--- src/rtl/mem_arbiter_pkg.sv ---
// ============================================================================
//  Module   : mem_arbiter_pkg
//  Brief    : Shared state and port-identifier encodings for the I/D memory
//             arbiter and the CPU top-level glue that observes it.
//  Revision : 1.0  initial release
// ============================================================================
`default_nettype none

package mem_arbiter_pkg;

  // Arbiter FSM: idle -> waiting on memory -> one-cycle ack pulse -> idle.
  typedef enum logic [1:0] {
    ST_IDLE = 2'd0,
    ST_WAIT = 2'd1,
    ST_RESP = 2'd2
  } arb_state_t;

  // Which CPU port owns the transaction currently in flight.
  typedef enum logic {
    PORT_I = 1'b0,
    PORT_D = 1'b1
  } arb_port_t;

endpackage : mem_arbiter_pkg

`default_nettype wire

--- src/rtl/arb_sat_counter.sv ---
// ============================================================================
//  Module   : arb_sat_counter
//  Brief    : Up-counter with synchronous clear that sticks at MAX.
//             Clear has priority over increment. MAX must be >= 1.
//  Revision : 1.0  initial release
// ============================================================================
`default_nettype none

module arb_sat_counter #(
  parameter  int MAX = 4,
  localparam int W   = $clog2(MAX + 1)
) (
  input  logic         clk_i,
  input  logic         rst_i,
  input  logic         clr_i,
  input  logic         inc_i,
  output logic [W-1:0] cnt_o
);

  // Count up until MAX, then hold; clear wins over increment.
  always_ff @(posedge clk_i or posedge rst_i) begin
    if (rst_i) begin
      cnt_o <= '0;
    end else if (clr_i) begin
      cnt_o <= '0;
    end else if (inc_i && (cnt_o != W'(MAX))) begin
      cnt_o <= cnt_o + 1'b1;
    end
  end

endmodule : arb_sat_counter

`default_nettype wire

--- src/rtl/mem_arbiter.sv ---
// ============================================================================
//  Module   : mem_arbiter
//  Brief    : Shares one single-ported, variable-latency memory between the
//             CPU instruction-fetch port (I) and load/store port (D).
//             D wins ties unless I has lost STARVE_MAX ties in a row.
//             A memory access that sees no ack for TIMEOUT cycles is aborted,
//             answered with zero data and flagged on the sticky err_o.
//  Revision : 1.0  initial release
// ============================================================================
`default_nettype none

module mem_arbiter
  import mem_arbiter_pkg::*;
#(
  parameter int ADDR_W     = 32,
  parameter int DATA_W     = 32,
  parameter int STARVE_MAX = 4,    // >= 1
  parameter int TIMEOUT    = 255   // >= 1
) (
  input  logic              clk_i,
  input  logic              rst_i,
  // instruction-fetch port
  input  logic              ireq_i,
  input  logic [ADDR_W-1:0] iaddr_i,
  output logic              iack_o,
  output logic [DATA_W-1:0] irdata_o,
  // data load/store port
  input  logic              dreq_i,
  input  logic              dwe_i,
  input  logic [ADDR_W-1:0] daddr_i,
  input  logic [DATA_W-1:0] dwdata_i,
  output logic              dack_o,
  output logic [DATA_W-1:0] drdata_o,
  // shared memory
  output logic              mem_req_o,
  output logic              mem_we_o,
  output logic [ADDR_W-1:0] mem_addr_o,
  output logic [DATA_W-1:0] mem_wdata_o,
  input  logic              mem_ack_i,
  input  logic [DATA_W-1:0] mem_rdata_i,
  // pipeline control / status
  output logic              stall_o,
  output logic              err_o
);

  localparam int SW = $clog2(STARVE_MAX + 1);
  localparam int TW = $clog2(TIMEOUT + 1);

  arb_state_t    r_state;
  arb_state_t    w_state_next;
  arb_port_t     r_port;

  logic [SW-1:0] w_starve_cnt;
  logic [TW-1:0] w_to_cnt;

  logic          w_grant;      // IDLE accepts a request this cycle
  logic          w_grant_i;    // ... and it is the fetch port
  logic          w_done;       // memory acked the access in flight
  logic          w_timeout;    // access abandoned, no ack in time
  logic          w_starve_inc;
  logic          w_starve_clr;
  logic          w_to_inc;

  // Consecutive tie losses of the fetch port; resets whenever I stops asking.
  assign w_starve_inc = w_grant & ~w_grant_i & ireq_i;
  assign w_starve_clr = ((r_state == ST_IDLE) & ~ireq_i) | (w_grant & w_grant_i);

  arb_sat_counter #(
    .MAX   (STARVE_MAX)
  ) u_starve_cnt (
    .clk_i (clk_i),
    .rst_i (rst_i),
    .clr_i (w_starve_clr),
    .inc_i (w_starve_inc),
    .cnt_o (w_starve_cnt)
  );

  // WAIT-cycle counter; restarted on every grant so each access gets a full budget.
  assign w_to_inc = (r_state == ST_WAIT);

  arb_sat_counter #(
    .MAX   (TIMEOUT)
  ) u_timeout_cnt (
    .clk_i (clk_i),
    .rst_i (rst_i),
    .clr_i (w_grant),
    .inc_i (w_to_inc),
    .cnt_o (w_to_cnt)
  );

  // The CPU stalls while either port has an unanswered request.
  assign stall_o = (ireq_i & ~iack_o) | (dreq_i & ~dack_o);

  // FSM state register.
  always_ff @(posedge clk_i or posedge rst_i) begin
    if (rst_i) begin
      r_state <= ST_IDLE;
    end else begin
      r_state <= w_state_next;
    end
  end

  // Next-state and grant decision; an ack in the final WAIT cycle beats the timeout.
  always_comb begin
    w_state_next = r_state;
    w_grant      = 1'b0;
    w_grant_i    = 1'b0;
    w_done       = 1'b0;
    w_timeout    = 1'b0;
    case (r_state)
      ST_IDLE: begin
        if (ireq_i || dreq_i) begin
          w_grant      = 1'b1;
          w_grant_i    = ireq_i & (~dreq_i | (w_starve_cnt == SW'(STARVE_MAX)));
          w_state_next = ST_WAIT;
        end
      end
      ST_WAIT: begin
        if (mem_ack_i) begin
          w_done       = 1'b1;
          w_state_next = ST_RESP;
        end else if (w_to_cnt == TW'(TIMEOUT - 1)) begin
          w_timeout    = 1'b1;
          w_state_next = ST_RESP;
        end
      end
      ST_RESP: begin
        w_state_next = ST_IDLE;
      end
      default: begin
        w_state_next = ST_IDLE;
      end
    endcase
  end

  // Memory-side request registers, returned data, ack pulses and the error flag.
  always_ff @(posedge clk_i or posedge rst_i) begin
    if (rst_i) begin
      r_port      <= PORT_I;
      mem_req_o   <= 1'b0;
      mem_we_o    <= 1'b0;
      mem_addr_o  <= '0;
      mem_wdata_o <= '0;
      iack_o      <= 1'b0;
      dack_o      <= 1'b0;
      irdata_o    <= '0;
      drdata_o    <= '0;
      err_o       <= 1'b0;
    end else begin
      iack_o <= 1'b0;
      dack_o <= 1'b0;

      if (w_grant) begin
        mem_req_o <= 1'b1;
        if (w_grant_i) begin
          r_port      <= PORT_I;
          mem_we_o    <= 1'b0;
          mem_addr_o  <= iaddr_i;
          mem_wdata_o <= '0;
        end else begin
          r_port      <= PORT_D;
          mem_we_o    <= dwe_i;
          mem_addr_o  <= daddr_i;
          mem_wdata_o <= dwdata_i;
        end
      end

      if (w_done || w_timeout) begin
        mem_req_o <= 1'b0;
        if (r_port == PORT_I) begin
          iack_o   <= 1'b1;
          irdata_o <= w_done ? mem_rdata_i : '0;
        end else begin
          dack_o <= 1'b1;
          if (!mem_we_o) begin
            drdata_o <= w_done ? mem_rdata_i : '0;
          end
        end
        if (w_timeout) begin
          err_o <= 1'b1;
        end
      end
    end
  end

endmodule : mem_arbiter

`default_nettype wire

--- config.mk ---
export PLATFORM = sky130hd
export DESIGN_NAME = mem_arbiter
export DESIGN_NICKNAME = d
export VERILOG_FILES = /design/src/rtl/mem_arbiter_pkg.sv /design/src/rtl/arb_sat_counter.sv /design/src/rtl/mem_arbiter.sv
export SDC_FILE = /design/constraint.sdc
export NUM_CORES = 1
export LEC_CHECK = 0
export CAP_MARGIN = 20
export CORE_MARGIN = 2
export CORE_UTILIZATION = 45
export DETAILED_ROUTE_END_ITERATION = 6
export PLACE_DENSITY = 0.89
export REMOVE_ABC_BUFFERS = 1
export SYNTH_ARGS = -nofsm -noshare
export SYNTH_HDL_FRONTEND = slang
export SYNTH_SLANG_ARGS = --single-unit
--- constraint.sdc ---
create_clock -name clk_i -period 10.57 [get_ports clk_i]
set_clock_uncertainty 0.15 [all_clocks]
set_input_delay 2.114 -clock clk_i [delete_from_list [all_inputs] [get_ports clk_i]]
set_output_delay 2.114 -clock clk_i [all_outputs]
set_load 0.02 [all_outputs]
Word level (Yosys, flattened, before mapping):

Index checks and enable logic that the tools add are counted.
Widths: inputs -> output; s select.

* bits in latches: 0
* bits in registers: 147
* memories: 0
* ROM bits: 0
* RAM bits: 0
* output and inout port bits: 134
* input port bits: 134

* bitwise operators: 17
* muxes and demuxes: 28
* shifts and indexed selects: 0
* equal/unequal tests: 7
* $lt $le $gt $ge: 0
* div/mod/pow operators: 0
* reductions and logical operators: 12
* multiply operators: 0
* add/sub/neg operators: 2

Operators by type and width (number)
* $mux 32: 3
* $mux 1: 17
* $mux 8: 2
* $add 8x1->8 const B: 1
* $eq 8x8->1 const B: 1
* $ne 8x8->1 const B: 1
* $and 1x1->1: 7
* $not 1->1: 7
* $mux 2: 3
* $mux 3: 2
* $ne 3x3->1 const B: 2
* $reduce_and 2->1: 3
* $reduce_bool 2->1: 3
* $pmux 2 s2: 1
* $add 3x1->3 const B: 1
* $eq 3x3->1 const B: 1
* $or 1x1->1: 3
* $reduce_and 3->1: 1
* $eq 2x1->1 const B: 1
* $logic_and 1x1->1: 2
* $logic_not 2->1: 1
* $logic_or 1x1->1: 2
* $ne 2x1->1 const B: 1

Logic depth before layout (Yosys ltp):

Gate-level depths: netlist (run 1).

* word-level depth: 11
* mapped depth: 8
* gate-level depth less buffers: 6

By module:

From an unflattened synthesis (run 1), not the netlist that was laid out.

* cell total of the unflattened synthesis: 461
* area total of the unflattened synthesis: 5846.9 µm²

By module, submodules not included
* mem_arbiter: area each 5139.9 µm², times used 1, cells an instance 394
* arb_sat_counter at u_timeout_cnt: area each 504.2 µm², times used 1, cells an instance 49
* arb_sat_counter at u_starve_cnt: area each 202.7 µm², times used 1, cells an instance 18

Worst setup path after synthesis (run 1):

No wires, ideal clock.

* path kind: input -> output
* start: input ireq_i
* end: output stall_o
* path slack: 5.763 ns
* arrival: 2.543 ns
* stages: 2
* cells stage by stage: inv_1 -> o22ai_1

* cells in the longest elaborated chain, start to end: 2

RTL lines
* start: declaration: RTL line mem_arbiter.sv:23 `input logic ireq_i,`
* $and 1x1->1: RTL line mem_arbiter.sv:92 `assign stall_o = (ireq_i & ~iack_o) | (dreq_i & ~dack_o);`
* $or 1x1->1: RTL line mem_arbiter.sv:92
* end: declaration: RTL line mem_arbiter.sv:42 `output logic stall_o,`

No other way between the ends.

Worst setup path in the final report (run 1):

Ends and elaborated chain as after synthesis.

==> summary.txt, run 1 <==
Finish
  • Final design instance area without fill: 9244 sq um
  • P&R area growth vs syn: 57.80%
  • Count of fill cells added during filler insertion: about 840
  • Count of nets after finishing: about 850
  • Most common library cell in the layout ignoring fill and taps: clkdlybuf4s50_1
  • Final instance count without filler cells: 889
  • Most frequent cells in the layout: clkdlybuf4s50_1, dfrtp_1, a32o_1
  • Area of all sequential standard cells: about 3700 sq um
  • Multi-input combinational cell area: between 1500 and 2000 sq um
  • Share of post-route cells with drive strength above 1: under 10%
  • Diode count: 0

Worst setup path
  • Critical Path End Type: output port
  • Kind of critical path: primary input to output port
  • Maximum net fanout on the critical path: 4
  • Kind of start point of the critical path: primary input
  • Required time of the critical path: around 8300 ps
  • Worst path arrival time: 3620 ps

Pwr
  • Highest ir drop seen on vdd: about 0.00018 V
  • Power density normalized to cell area: 308.1 nW/um^2
  • Cell leakage power: a little over 4 nW

GRT
  • Number of global-route vias before repair: between 5000 and 6000
  • Grt total ovfl: 0
  • Maximum number of pins on one net before global-route repair: a little over 100
  • Number of antenna violations at the first check in global routing: 0
  • Total Routing Usage GR: approximately a quarter
  • Wire length of the first global-routing pass: 28350 um

Timing
  • Finish-stage setup viols: 0
  • Unrepaired setup endpoints after global routing: no
  • Headroom to the max-slew limit: slightly below 40%
  • Period utilisation layout: between 50% and 60%
  • Final-report max-slew violation count: 0
  • Max frequency: 170.0 MHz
  • Total negative setup slack: 0 ps
  • Pin slew with the least headroom to its limit: between 900 and 1000 ps
  • Final Hold Violating Endpoints: 0
  • Final worst setup slack: about 4700 ps
  • Final period demand of the worst path: between 5000 and 6000 ps

CTS
  • Clock Sinks: between 100 and 150
  • CTS root buf: clkbuf_16
  • TritonCTS clock tree: built
  • Number of buffers added to fix hold violations after cts: 0
  • Number of instances resized during post-cts repair: 0
  • TritonCTS buffer count: 17
  • Clock Pin Slew Worst Setup and Hold Paths: approximately 50 ps
  • Insertion delay of the later-clocked pin in the worst-skew pair: between 400 and 500 ps
  • Post-CTS repair timing setup buffer count: 0
  • Clock Path Buffers: 2
  • Deepest level of the CTS H-tree: 4

Run
  • # Max-Cap Violations: 0

Placed design
  • Port Buffer Count: about 270
  • Global placer's final weighted congestion: 0.8704
  • Post-detailed-placement cell area: between 8000 and 9000 sq um
  • Number of instances in the placed design: 858
  • Detail Placement HPWL: 12380 um
  • Worst slack at placement: around 4700 ps

Die
  • Placement row count: between 40 and 50
  • Core outline area: 12670 sq um
  • DIE AREA: about 14000 sq um
  • Chip height: about 120 um
  • Number of top-level design ports: 268
  • Initial Util: roughly 46%
  • Die X-Extent: between 100 and 150 um

Detailed routing
  • Wire per inst: 20.33 um
  • Number of remaining DRC errors: 0
  • Routed via count divided by cell count: 5.526
  • Total vias in the final route: approximately 5000
  • First drt pass iteration count: 4
  • Count of antenna-violating nets left after detailed routing: 0
  • Total wire length: 18070 um
  • Number of design-rule violations left by the first detailed-router iteration: slightly above 400

Synthesis
  • Mean Syn Cell Area: between 10 and 15 sq um
  • Main synth FF type: dfrtp_1
  • Sequential fraction of the synthesis area: around 63%
  • Count of distinct cell types in the synthesized netlist: 39
  • Total number of yosys warnings: 0
  • Post-synth EDFFs: 0
  • Post-synthesis cell area: 5858 sq um
  • Yosys reg bits: about 150
  • Synth async-reset ratio: between 90% and 100%
  • Synthesized netlist cell count: 451

Run status
  • Result of the run: completed

Hold path
  • Path type of the worst min-delay path: register to register
## power by group
part | switching [mW] | total [mW] | internal [mW]
Combinational | 0.690 | 1.33 | 0.638
Sequential | 0.150 | 0.955 | 0.806
Clock | 0.217 | 0.564 | 0.347
Total | 1.06 | 2.85 | 1.79
## through the flow
step	hold slack, ps	utilization, %	power, mW
after floorplan	323.3	-	1.591
after global placement	314.1	68.05	2.217
after detailed placement	319.6	68.26	2.278
after CTS	331.5	72.52	2.857
after global routing	353.5	72.95	2.984
final	329.3	72.95	2.848
## worst paths after layout
path                                              startpoint                          end  slack (ps)  cells after the start
max reg2reg                u_starve_cnt.cnt_o[0]$_DFFE_PP0P_   mem_addr_o[26]$_DFFE_PP0P_        8140                      6
min                                mem_addr_o[6]$_DFFE_PP0P_    mem_addr_o[6]$_DFFE_PP0P_         330                      2
min reg2reg                        mem_addr_o[6]$_DFFE_PP0P_    mem_addr_o[6]$_DFFE_PP0P_         330                      2
min in group asynchronous                              rst_i    mem_addr_o[0]$_DFFE_PP0P_        1990                      2
max                                                   ireq_i                      stall_o        4690                      4
max in group asynchronous                              rst_i  mem_wdata_o[30]$_DFFE_PP0P_        7140                      4
## sequential cells by signal, summed over array words and instances, names as in the netlist
name and cells:
drdata_o 32, irdata_o 32, mem_addr_o 32, mem_wdata_o 32, u_timeout_cnt.cnt_o 8, u_starve_cnt.cnt_o 3
r_state 2, dack_o 1, err_o 1, iack_o 1, mem_req_o 1, mem_we_o 1
r_port 1
## kinds of logic (layout without fill, tap and decap cells)
group / count (synthesis) / count (layout) / share of synthesized area (%)
flops: 147 / 147 / 62.79
xor+xnor: 4 / 4 / 0.5981
buf+inv: 45 / 311 / 3.567
fa+ha+maj: 4 / 4 / 0.8544
compound gates: 152 / 152 / 21.38
simple gates: 66 / 66 / 5.169
mux: 33 / 33 / 5.639
## metal layers
metal / GRT usage (%) / part of all wire (%)
met1: 31.07 / 38
met2: 44.40 / 53
met3: 6.347 / 5.5
met4: 13.86 / 4.1
met5: 0 / 0
## synthesized netlist by cell type, types with 3 or more instances
cell | n | area (sq um)
inv_1 | 7 | 26.28
nor2_1 | 10 | 37.54
ha_1 | 4 | 50.05
nand2_1 | 40 | 150.1
buf_6 | 3 | 33.78
a22o_1 | 33 | 289.0
nand4_1 | 4 | 25.02
mux2i_1 | 33 | 330.3
o21ai_0 | 37 | 185.2
a32o_1 | 64 | 640.6
clkbuf_1 | 19 | 71.32
dfrtp_1 | 147 | 3679
buf_2 | 14 | 70.07
xor2_1 | 3 | 26.28
a21oi_1 | 3 | 15.01
## area by class of cell
cell class / count / share of cell area [%]
Clock buffer: 22 / 4.913
Sequential cell: 147 / 39.79
Clock inverter: 7 / 0.9204
Inverter: 7 / 0.3384
Timing Repair Buffer: 275 / 30.16
Multi-Input combinational cell: 259 / 21.55
Tap cell: 172 / 2.328
## worst max-delay path, stage by stage
cell and delay (ps):
clkdlybuf4s50_1 580, inv_1 130, o22ai_1 180, clkdlybuf4s50_1 620
(Power assumes the default switching activity.)
==> run 2: changes to the inputs <==
CORE_UTILIZATION = 42   (was 45)
PLACE_DENSITY = 0.84   (was 0.89)
clock period = 5.62 ns   (was 10.57 ns; I/O delays follow)
==> run 2 against run 1 <==
Power is 94% higher. Final cell count up 1.1%. Sequential share of layout area fell by 0.36 points. Core utilization is 5.2 points lower. Wire length fell by 1.8%. Via count grew 1.1%. Clock power up 120%. Register-to-register slack got worse by 5200 ps.
==> summary.txt, run 2 (synthesis gave the netlist of run 1 again) <==
Die
  • Chip height: 122.1 um (was 118.1 um)
  • Placement row count: 43 (was 41)
  • Initial Util: 42.53% (was 46.23%)
  • DIE AREA: 14910 sq um (was 13950 sq um)
  • Die X-Extent: 122.1 um (was 118.1 um)
  • Core outline area: 13770 sq um (was 12670 sq um)
  • Number of top-level design ports: 268 (unchanged)

Hold path
  • Path type of the worst min-delay path: register to register (unchanged)

GRT
  • Wire length of the first global-routing pass: 26990 um (was 28350 um)
  • Number of antenna violations at the first check in global routing: 0 (unchanged)
  • Total Routing Usage GR: 23.79% (was 26.31%)
  • Grt total ovfl: 0 (unchanged)
  • Number of global-route vias before repair: 5056 (was 5141)
  • Maximum number of pins on one net before global-route repair: 102 (unchanged)

Placed design
  • Worst slack at placement: 1758 ps (was 4690 ps)
  • Port Buffer Count: 267 (unchanged)
  • Post-detailed-placement cell area: 8682 sq um (was 8650 sq um)
  • Detail Placement HPWL: 12170 um (was 12380 um)
  • Global placer's final weighted congestion: 0.8217 (was 0.8704)

Detailed routing
  • Total vias in the final route: 4967 (was 4913)
  • Routed via count divided by cell count: 5.525 (was 5.526)
  • Count of antenna-violating nets left after detailed routing: 0 (unchanged)
  • First drt pass iteration count: 5 (was 4)
  • Total wire length: 17740 um (was 18070 um)
  • Wire per inst: 19.73 um (was 20.33 um)
  • Number of remaining DRC errors: 0 (unchanged)
  • Number of design-rule violations left by the first detailed-router iteration: 421 (was 408)

CTS
  • Clock Sinks: 147 (unchanged)
  • TritonCTS clock tree: built (unchanged)
  • TritonCTS buffer count: 17 (unchanged)
  • Clock Path Buffers: 2 (unchanged)
  • Number of instances resized during post-cts repair: 0 (unchanged)
  • CTS root buf: clkbuf_16 (unchanged)
  • Number of buffers added to fix hold violations after cts: 0 (unchanged)
  • Post-CTS repair timing setup buffer count: 0 (unchanged)
  • Deepest level of the CTS H-tree: 4 (unchanged)
  • Clock Pin Slew Worst Setup and Hold Paths: 60 ps (was 50 ps)
  • Insertion delay of the later-clocked pin in the worst-skew pair: 410 ps (was 420 ps)

Run status
  • Result of the run: completed (unchanged)

Worst setup path
  • CP top delay family: buffers and inverters (unchanged)
  • Required time of the critical path: 4350 ps (was 8310 ps)
  • Kind of critical path: primary input to output port (unchanged)
  • Crit path max-delay cell type: clkdlybuf4s50_1 (unchanged)
  • Top cell by count, worst path: clkdlybuf4s50_1 (unchanged)
  • Critical path buffers and inverters: 3 (unchanged)
  • Kind of start point of the critical path: primary input (unchanged)
  • Maximum net fanout on the critical path: 4 (unchanged)
  • Delay of the slowest critical-path stage: 620 ps (about the same)
  • Critical Path End Type: output port (unchanged)
  • Series of cell instances along the critical path: clkdlybuf4s50_1, inv_1, o22ai_1, clkdlybuf4s50_1 (unchanged)
  • Worst path arrival time: 2590 ps (was 3620 ps)

Finish
  • Diode count: 0 (unchanged)
  • Count of fill cells added during filler insertion: 1027 (was 836)
  • Most frequent cells in the layout: clkdlybuf4s50_1, dfrtp_1, a32o_1 (unchanged)
  • Share of post-route cells with drive strength above 1: 6.815% (was 6.137%)
  • Final design instance area without fill: 9328 sq um (was 9244 sq um)
  • Count of nets after finishing: 845 (unchanged)
  • Most common library cell in the layout ignoring fill and taps: clkdlybuf4s50_1 (unchanged)
  • Area of all sequential standard cells: 3679 sq um (unchanged)
  • P&R area growth vs syn: 59.23% (was 57.80%)
  • Multi-input combinational cell area: 1992 sq um (unchanged)

Timing
  • Max frequency: between 200 and 300 MHz
  • Final worst setup slack: 1751 ps (was 4687 ps)
  • Finish-stage setup viols: 0 (unchanged)
  • Final-report max-slew violation count: 0 (unchanged)
  • Total negative setup slack: 0 ps (unchanged)
  • Hold_ws: 328.8 ps (was 329.3 ps)
  • Final period demand of the worst path: 3869 ps
  • Pin slew with the least headroom to its limit: 925.8 ps (was 918.6 ps)
  • Headroom to the max-slew limit: 38.28% (was 38.76%)
  • Final Hold Violating Endpoints: 0 (unchanged)
  • Unrepaired setup endpoints after global routing: no (unchanged)
  • Period utilisation layout: about 70%

Pwr
  • Highest ir drop seen on vdd: 0.0002660 V (was 0.0001775 V)
  • Cell leakage power: 4.118 nW (was 4.099 nW)
  • Power density normalized to cell area: 591.3 nW/um^2 (was 308.1 nW/um^2)
  • Power Total: 5.515 mW (was 2.848 mW)

Run
  • # Max-Cap Violations: 0 (unchanged)
==> run 2: changes by cell type in the layout (fill, tap and decap cells not counted), moves of 2 or more <==
cell / previous run / this run
clkinv_2: 5 / 1
clkinvlp_4: 0 / 4
bufinv_16: 2 / 5
clkbuf_1: 4 / 1
buf_16: 3 / 1
inv_6: 1 / 3
==> run 2: final timing paths <==
check                                                start                                 end  slack [ps]  cells past startpoint
worst max-delay path                                ireq_i                             stall_o        1750                      4
worst min-delay path            mem_addr_o[28]$_DFFE_PP0P_          mem_addr_o[28]$_DFFE_PP0P_         330                      2
worst max register to register      r_state[1]$_DFFE_PP0P_            drdata_o[26]$_DFFE_PP0P_        2910                      6
worst min register to register  mem_addr_o[28]$_DFFE_PP0P_          mem_addr_o[28]$_DFFE_PP0P_         330                      2
max in group asynchronous                            rst_i  u_timeout_cnt.cnt_o[4]$_DFFE_PP0P_        3260                      3
min in group asynchronous                            rst_i         mem_wdata_o[10]$_DFFE_PP0P_        1070                      2
==> run 2: routing by layer <==
metal / track usage, % / up-vias / part of all wire (%)
met2: 40.82 / 228 / 52
met5: 0 / - / 0
met3: 5.852 / 53 / 6.4
li1: - / 2230 / -
met1: 27.88 / 2456 / 38
met4: 11.64 / 0 / 3.6
==> run 2: worst reg2reg max path, cell delays in order, from the launching register on <==
cell and delay [ps]:
dfrtp_1 420, nand2b_1 290, nor3b_4 240, buf_4 400, nand2_1 510, buf_8 340
a32o_1 250
==> run 2: cell type report <==
cell class | count | area share [%]
clock buffers | 19 | 4.748
inverters | 7 | 0.3353
multi-input cells | 259 | 21.35
well taps | 180 | 2.414
flip-flops and latches | 147 | 39.44
repair buffers | 275 | 29.54
clock inverters | 12 | 2.173
==> run 2: power by group <==
group / total, mW / leakage, nW / switching, mW / internal [mW]
sequential: 1.81 / 1.86 / 0.292 / 1.51
combinational: 2.48 / 1.96 / 1.29 / 1.19
clock: 1.22 / 0.302 / 0.425 / 0.799
==> run 2: metrics by stage <==
step,util [%],std cells
floorplan,-,413
global placement,62.73,866
detailed placement,63.04,868
CTS,67.72,899
global route,67.72,899
finish,67.72,899
